$ cat src/rtl/instr_mem_loader.sv
// Instruction memory loader: packs a big-endian byte stream into 32-bit
// words and writes them to consecutive word addresses while stalling the CPU.
module instr_mem_loader #(
   parameter int          DEPTH     = 32,
   parameter logic [31:0] BASE_ADDR = 32'h0000_0000,
   parameter int          LEN_W     = 6
) (
   input  logic             clk_i,
   input  logic             rst_i,
   input  logic             start_i,
   input  logic [LEN_W-1:0] len_i,
   input  logic             byte_valid_i,
   input  logic [7:0]       byte_i,
   output logic             byte_ready_o,
   output logic             we_o,
   output logic [31:0]      addr_o,
   output logic [31:0]      data_o,
   output logic             busy_o,
   output logic             done_o,
   output logic             err_o,
   output logic             cpu_hold_o
);

   typedef enum logic [1:0] {
      IDLE,
      COLLECT,
      WRITE,
      DONE
   } state_t;

   localparam logic [LEN_W-1:0] DEPTH_L = LEN_W'(DEPTH);

   state_t           state, state_nx;
   logic [LEN_W-1:0] len_q;
   logic [LEN_W-1:0] idx;
   logic [1:0]       cnt;
   logic [31:0]      shreg;
   logic [31:0]      addr_q;
   logic [31:0]      data_q;
   logic             done_q;
   logic             err_q;

   logic             take;
   logic             start_go;
   logic             start_zero;
   logic             start_bad;
   logic             last;
   logic [31:0]      wr_addr;

   assign last    = (idx == len_q - LEN_W'(1));
   assign wr_addr = BASE_ADDR + (32'(idx) << 2);

   always_ff @(posedge clk_i or negedge rst_i) begin
      if (!rst_i) state <= IDLE;
      else        state <= state_nx;
   end

   always_comb begin
      state_nx     = state;
      byte_ready_o = 1'b0;
      we_o         = 1'b0;
      take         = 1'b0;
      start_go     = 1'b0;
      start_zero   = 1'b0;
      start_bad    = 1'b0;
      case (state)
         IDLE, DONE: begin
            if (start_i) begin
               if (len_i == '0) begin
                  start_zero = 1'b1;
                  state_nx   = DONE;
               end else if (len_i > DEPTH_L) begin
                  start_bad = 1'b1;
                  state_nx  = IDLE;
               end else begin
                  start_go = 1'b1;
                  state_nx = COLLECT;
               end
            end
         end
         COLLECT: begin
            byte_ready_o = 1'b1;
            take         = byte_valid_i;
            if (take && cnt == 2'd3) state_nx = WRITE;
         end
         WRITE: begin
            we_o     = 1'b1;
            state_nx = last ? DONE : COLLECT;
         end
         default: state_nx = IDLE;
      endcase
   end

   always_ff @(posedge clk_i or negedge rst_i) begin
      if (!rst_i) begin
         len_q  <= '0;
         idx    <= '0;
         cnt    <= '0;
         shreg  <= '0;
         addr_q <= '0;
         data_q <= '0;
         done_q <= 1'b0;
         err_q  <= 1'b0;
      end else begin
         if (start_go) begin
            len_q  <= len_i;
            idx    <= '0;
            cnt    <= '0;
            done_q <= 1'b0;
            err_q  <= 1'b0;
         end
         if (start_zero) begin
            done_q <= 1'b1;
            err_q  <= 1'b0;
         end
         if (start_bad) begin
            done_q <= 1'b0;
            err_q  <= 1'b1;
         end
         // cnt is 2 bits, so it wraps to 0 as the 4th byte moves us to WRITE
         if (take) begin
            shreg <= {shreg[23:0], byte_i};
            cnt   <= cnt + 2'd1;
         end
         if (we_o) begin
            addr_q <= wr_addr;
            data_q <= shreg;
            if (last) done_q <= 1'b1;
            else      idx    <= idx + LEN_W'(1);
         end
      end
   end

   // Outside a write cycle the bus keeps showing the last word written
   assign addr_o     = we_o ? wr_addr : addr_q;
   assign data_o     = we_o ? shreg : data_q;
   assign busy_o     = (state == COLLECT) || (state == WRITE);
   assign cpu_hold_o = busy_o;
   assign done_o     = done_q;
   assign err_o      = err_q;

endmodule

$ cat config.mk
export PLATFORM = sky130hd
export DESIGN_NAME = instr_mem_loader
export DESIGN_NICKNAME = d
export VERILOG_FILES = /design/src/rtl/instr_mem_loader.sv
export SDC_FILE = /design/constraint.sdc
export NUM_CORES = 1
export LEC_CHECK = 0
export BUFFER_PORTS_ARGS = -buffer_cell sky130_fd_sc_hd__buf_2
export CAP_MARGIN = 10
export CORE_ASPECT_RATIO = 1.4
export CORE_MARGIN = 5
export CORE_UTILIZATION = 45
export CTS_CLUSTER_SIZE = 25
export DETAILED_ROUTE_END_ITERATION = 10
export HOLD_SLACK_MARGIN = 0.05
export PLACE_DENSITY_LB_ADDON = 0.1
export SYNTH_ARGS = -nofsm -noshare
export SYNTH_HDL_FRONTEND = slang
export SYNTH_SLANG_ARGS = --single-unit
$ cat constraint.sdc
create_clock -name clk_i -period 1.85 [get_ports clk_i]
set_input_delay 0.0925 -clock clk_i [delete_from_list [all_inputs] [get_ports clk_i]]
set_output_delay 0.0925 -clock clk_i [all_outputs]
set_load 0.03 [all_outputs]
### After elaboration in Yosys (flattened, before gate mapping)

Cells that the tools add are included.

* output and inout bits: 70
* word-level logic and storage cells: 63
* input port bits: 18
* register bits after elaboration: 114

* reduce and logical (&&, ||, !) cells: 8
* equal/unequal tests: 7
* $add $sub $neg: 3
* mux-type cells: 35
* magnitude comparators: 1

Operators with widths (count)
* 32-bit two-way mux: 2
* 1-bit two-way mux: 23
* 6-bit two-way mux: 3
* 2-bit two-way mux: 6
* 6-bit by 1-bit adder with 6-bit output, second input constant: 1
* 2-bit equality test, second input constant: 3
* 6-bit equality test: 1
* 6-bit greater-than comparator, second input constant: 1
* 6-bit zero test: 1
* 2-bit case mux with 3 select lines: 1
* 6-bit by 1-bit subtractor with 6-bit output, second input constant: 1
* 2-bit != test, second input constant: 2
* 3-bit nonzero test: 1
* 2-bit by 1-bit adder with 2-bit output, second input constant: 1
* 2-bit by 1-bit equality test with 1-bit output, second input constant: 1
* 2-bit zero test: 1
* 2-bit AND reduction: 1
* 2-bit nonzero test: 1
* 2-bit OR reduction: 1
* 1-bit logical AND: 1
* 1-bit logical OR: 1

### Longest topological paths before layout

* word-level depth: 10
* depth in mapped cells: 7
* depth with buffers taken out: 7

### Least setup slack after synthesis

No wires, ideal clock.

* path kind: flip-flop to flip-flop
* start: register state[0]
* end: register, netlist name addr_q[15]
* required time: 1671 ps
* path buffers: 3
* setup time: 179 ps
* period minus slack after synthesis: 2069 ps
* arrival time: 1889 ps
* path slack: -219 ps
* cell stages (with the launch flop): 7
* cell sequence: dfrtp_1 -> inv_1 -> ha_1 -> clkbuf_1 -> buf_1 -> clkbuf_1 -> nor2b_1

RTL lines
* from (decl): RTL line 33 `state_t state, state_nx;`
* from (signal assigned): RTL line 55 `else state <= state_nx;`

### Worst setup path in the final report

* start: register len_q[0]
* end: register idx[3]

* cells in the longest elaborated chain, start to end: 4

RTL lines
* from (decl): RTL line 34 `logic [LEN_W-1:0] len_q;`
* from (signal assigned): RTL line 106 `len_q <= len_i;`
* 6-bit by 1-bit subtractor with 6-bit output: RTL line 50 `assign last = (idx == len_q - LEN_W'(1));`
* 6-bit equality test: RTL line 50
* 6-bit two-way mux: RTL line 128 `if (last) done_q <= 1'b1;`
* 6-bit two-way mux: RTL line 125 `if (we_o) begin`
* to (signal assigned): RTL line 129 `else idx <= idx + LEN_W'(1);`
* to (decl): RTL line 35 `logic [LEN_W-1:0] idx;`

No other way between the ends.
A chain may end at the register's enable or synchronous reset.

==> results.cfg <==
[setup_path]
rr_startpoint = len_q[0]$_DFFE_PN0P_
critPathMaxFanout = 5
cp_slowest_cell = a211o_4
startpoint = len_q[0]$_DFFE_PN0P_
required_ns = 2.17
crit_type = reg -> reg
critPathLaunchType = flip-flop
worst_path_largest_cell_delay_ns = 0.42
end_kind = flip-flop
cp.arrival_ns = 2.27
crit_chain = inv_2 -> ha_4 -> or2_4 -> a311oi_2 -> o211ai_1 -> a211o_4 -> o221ai_2

[power_and_ir_drop]
combinationalPowerShare_pct = 50.6
p_leak_nw = 3.43
p_sw_mw = 5.19
clockPowerShare_pct = 22.5
internal-power_mw = 9.26
power_density_nw_per_um2 = 2000
pwr-share-seq_pct = 26.9
vdd_ir_drop_max_mv = 1.40
netSwitchingFraction_pct = 35.9

[logic_synthesis]
synthesis.area_um2 = 4470
synth.distinct_cells = 39
synth_ff_type = dfrtp_1
ys_seq_area_share_pct = 63.8
synthDominantCellAreaShare_pct = 63.8
synthTopCellsByArea = dfrtp_1 64%, mux2_2 18%, nor2b_1 3.6%, nand2_1 1.8%, ha_1 1.4%
syn_nets = 343
synth-seq-cells = 114
syn_avg_cell_area_um2 = 14.0
synth_top_area_cell = dfrtp_1
yosysWarnings = 0
netlist_instances = 320
synthArstFlopShare_pct = 100
synth-edff-count = 0

[timing]
setup-violations-final = 61
worstMarginPinSlew_ns = 0.629
min_period_over_period_pct = 105
final_max_slew_viol_count = 0
fin_ws_ns = -0.100
min_period_ns = 1.95
finalHoldViolations = 0
slew_headroom_pct = 58.1
rsz0062_at_grt = yes
worst_clock_skew_ns = 0.00581
fmax_mhz = 513

[drt]
first_pass_iters = 4
drc = 0
routed_via_density = 4.81
wirelength_um = 10100
ant_nets = 0
drtIter0Drc = 94
routedWlPerCell_um = 16.0
vias = 3036

[final_layout]
mostFrequentLayoutCells = 114 x dfrtp_1, 67 x buf_6, 37 x mux2_4, 37 x buf_4, 33 x mux2_2
area_growth_pct = 61.4
drive_gt1_share_pct = 57.9
antenna_cells = 0
final_common_cell = dfrtp_1
fin_area_um2 = 7220
final_core_util_pct = 73.4
nets = 506

[placement]
place.gp.congestion = 0.856
placed_area_um2 = 5300
place_hpwl_um = 5780
portBuffers = 87

[global_route]
antenna_found_initial = 0
grt_pass1_wl_um = 15400
track_usage_pct = 16.4
grt_pass1_vias = 3166
grt_max_degree = 115
overflow = 0

[run_status]
outcome = complete, but fails checks
violations = setup timing

[cts]
clockBufferDepth = 2
clock_latency_ns = 0.40
htree_levels = 4
cts_buffers = 17
cts_tree = yes
root_buffer = clkbuf_16
clkSinkCount = 114
clk_pin_slew_ns = 0.05

[floorplan]
initial_core_util_pct = 45.4
rows = 43
core-area_um2 = 9850
dieArea_um2 = 12100
ioPinCount = 88
die_h_um = 128
die_w_um = 94.3

[worst_hold_path]
hold_start = start_i
hold_path_class = in -> reg

[run]
cap_violations = 0
## stage by stage
step                total power, mW  worst slack, ns  hold WS (ns)  std cells  setup TNS (ns)
finish                         14.5           -0.100         0.144        631           -2.51
global placement               8.89          -0.0982         0.219        553          -0.416
floorplan                      7.45          -0.0876        -0.203        320          -0.300
global route                   15.2           -0.211         0.159        631           -7.43
detailed placement             8.98           -0.125         0.221        553          -0.728
CTS                            13.5           -0.103         0.129        609           -1.93
## kinds of logic after synthesis
family / Yosys count / share of synthesized area (%)
adders and majority gates: 5 / 1.40
DFF: 114 / 63.8
xor gates and xnor gates: 9 / 1.76
AOI/OAI and AO/OA: 25 / 4.11
and+or+nand+nor: 68 / 8.11
muxes: 74 / 18.5
buffers and inverters: 25 / 2.35
## worst max-delay path, delay by kind of cell, from the launching register on
kind | cells | cell delay (ns)
simple gates | 1 | 0.22
fa+ha+maj | 1 | 0.16
buf+inv | 1 | 0.06
compound gates | 4 | 1.06
flops | 1 | 0.36
## per-layer routing
metal,track usage [%],share of wire (%)
met1,20.9,42
met2,25.8,52
met3,5.11,3.9
met4,6.72,1.5
met5,0,0
## power by group through the flow
stage                     clock network [mW]  logic [mW]  registers (mW)
after floorplan                            0        3.65            3.80
after global placement                     0        5.05            3.85
after detailed placement                   0        5.10            3.88
after CTS                               3.31        6.35            3.88
after global routing                    3.44        7.77            4.01
final                                   3.25        7.31            3.89
## flip-flops by register name, summed over array words and instances (netlist names)
signal	count
addr_q	32
cnt	2
data_q	32
done_o	1
err_o	1
idx	6
len_q	6
shreg	32
state	2
## repair_timing
item                                    CTS  global route
pin swaps                                 2             5
gates resized for setup                 127           122
buffers inserted                          7            20
hold endpoints to repair                129             0
hold buffers                             16             0
endpoints found under the setup margin   72            71
cloned                                    1             5
## worst paths after layout
kind,slack (ns),depth (start not counted),to
max reg2reg,-0.10,7,idx[3]$_DFF_PN0_
max,-0.10,7,idx[3]$_DFF_PN0_
min,0.14,4,err_o$_DFFE_PN0P_
max in group asynchronous,1.02,3,idx[1]$_DFF_PN0_
min in group asynchronous,0.32,3,len_q[2]$_DFFE_PN0P_
min reg2reg,0.48,2,err_o$_DFFE_PN0P_
## area by class of cell
type / instances / area (um^2)
clock inverters: 13 / 160
clock buffers: 19 / 433
inverters: 11 / 41.3
well taps: 135 / 169
fillers: 624 / 2620
repair buffers: 158 / 1630
flip-flops and latches: 114 / 2850
multi-input cells: 181 / 1940
## cell usage after synthesis, types with 2 or more instances
master	count
clkbuf_1	10
nand2_1	22
o221ai_1	3
mux2i_1	4
inv_1	11
o21ai_0	7
nor2b_1	26
xor2_1	3
buf_1	2
ha_1	5
nor3_1	4
nand3_1	4
o211ai_1	3
nor2_1	4
xnor2_1	6
mux2_2	70
dfrtp_1	114
Power figures use the tool's default switching activity.
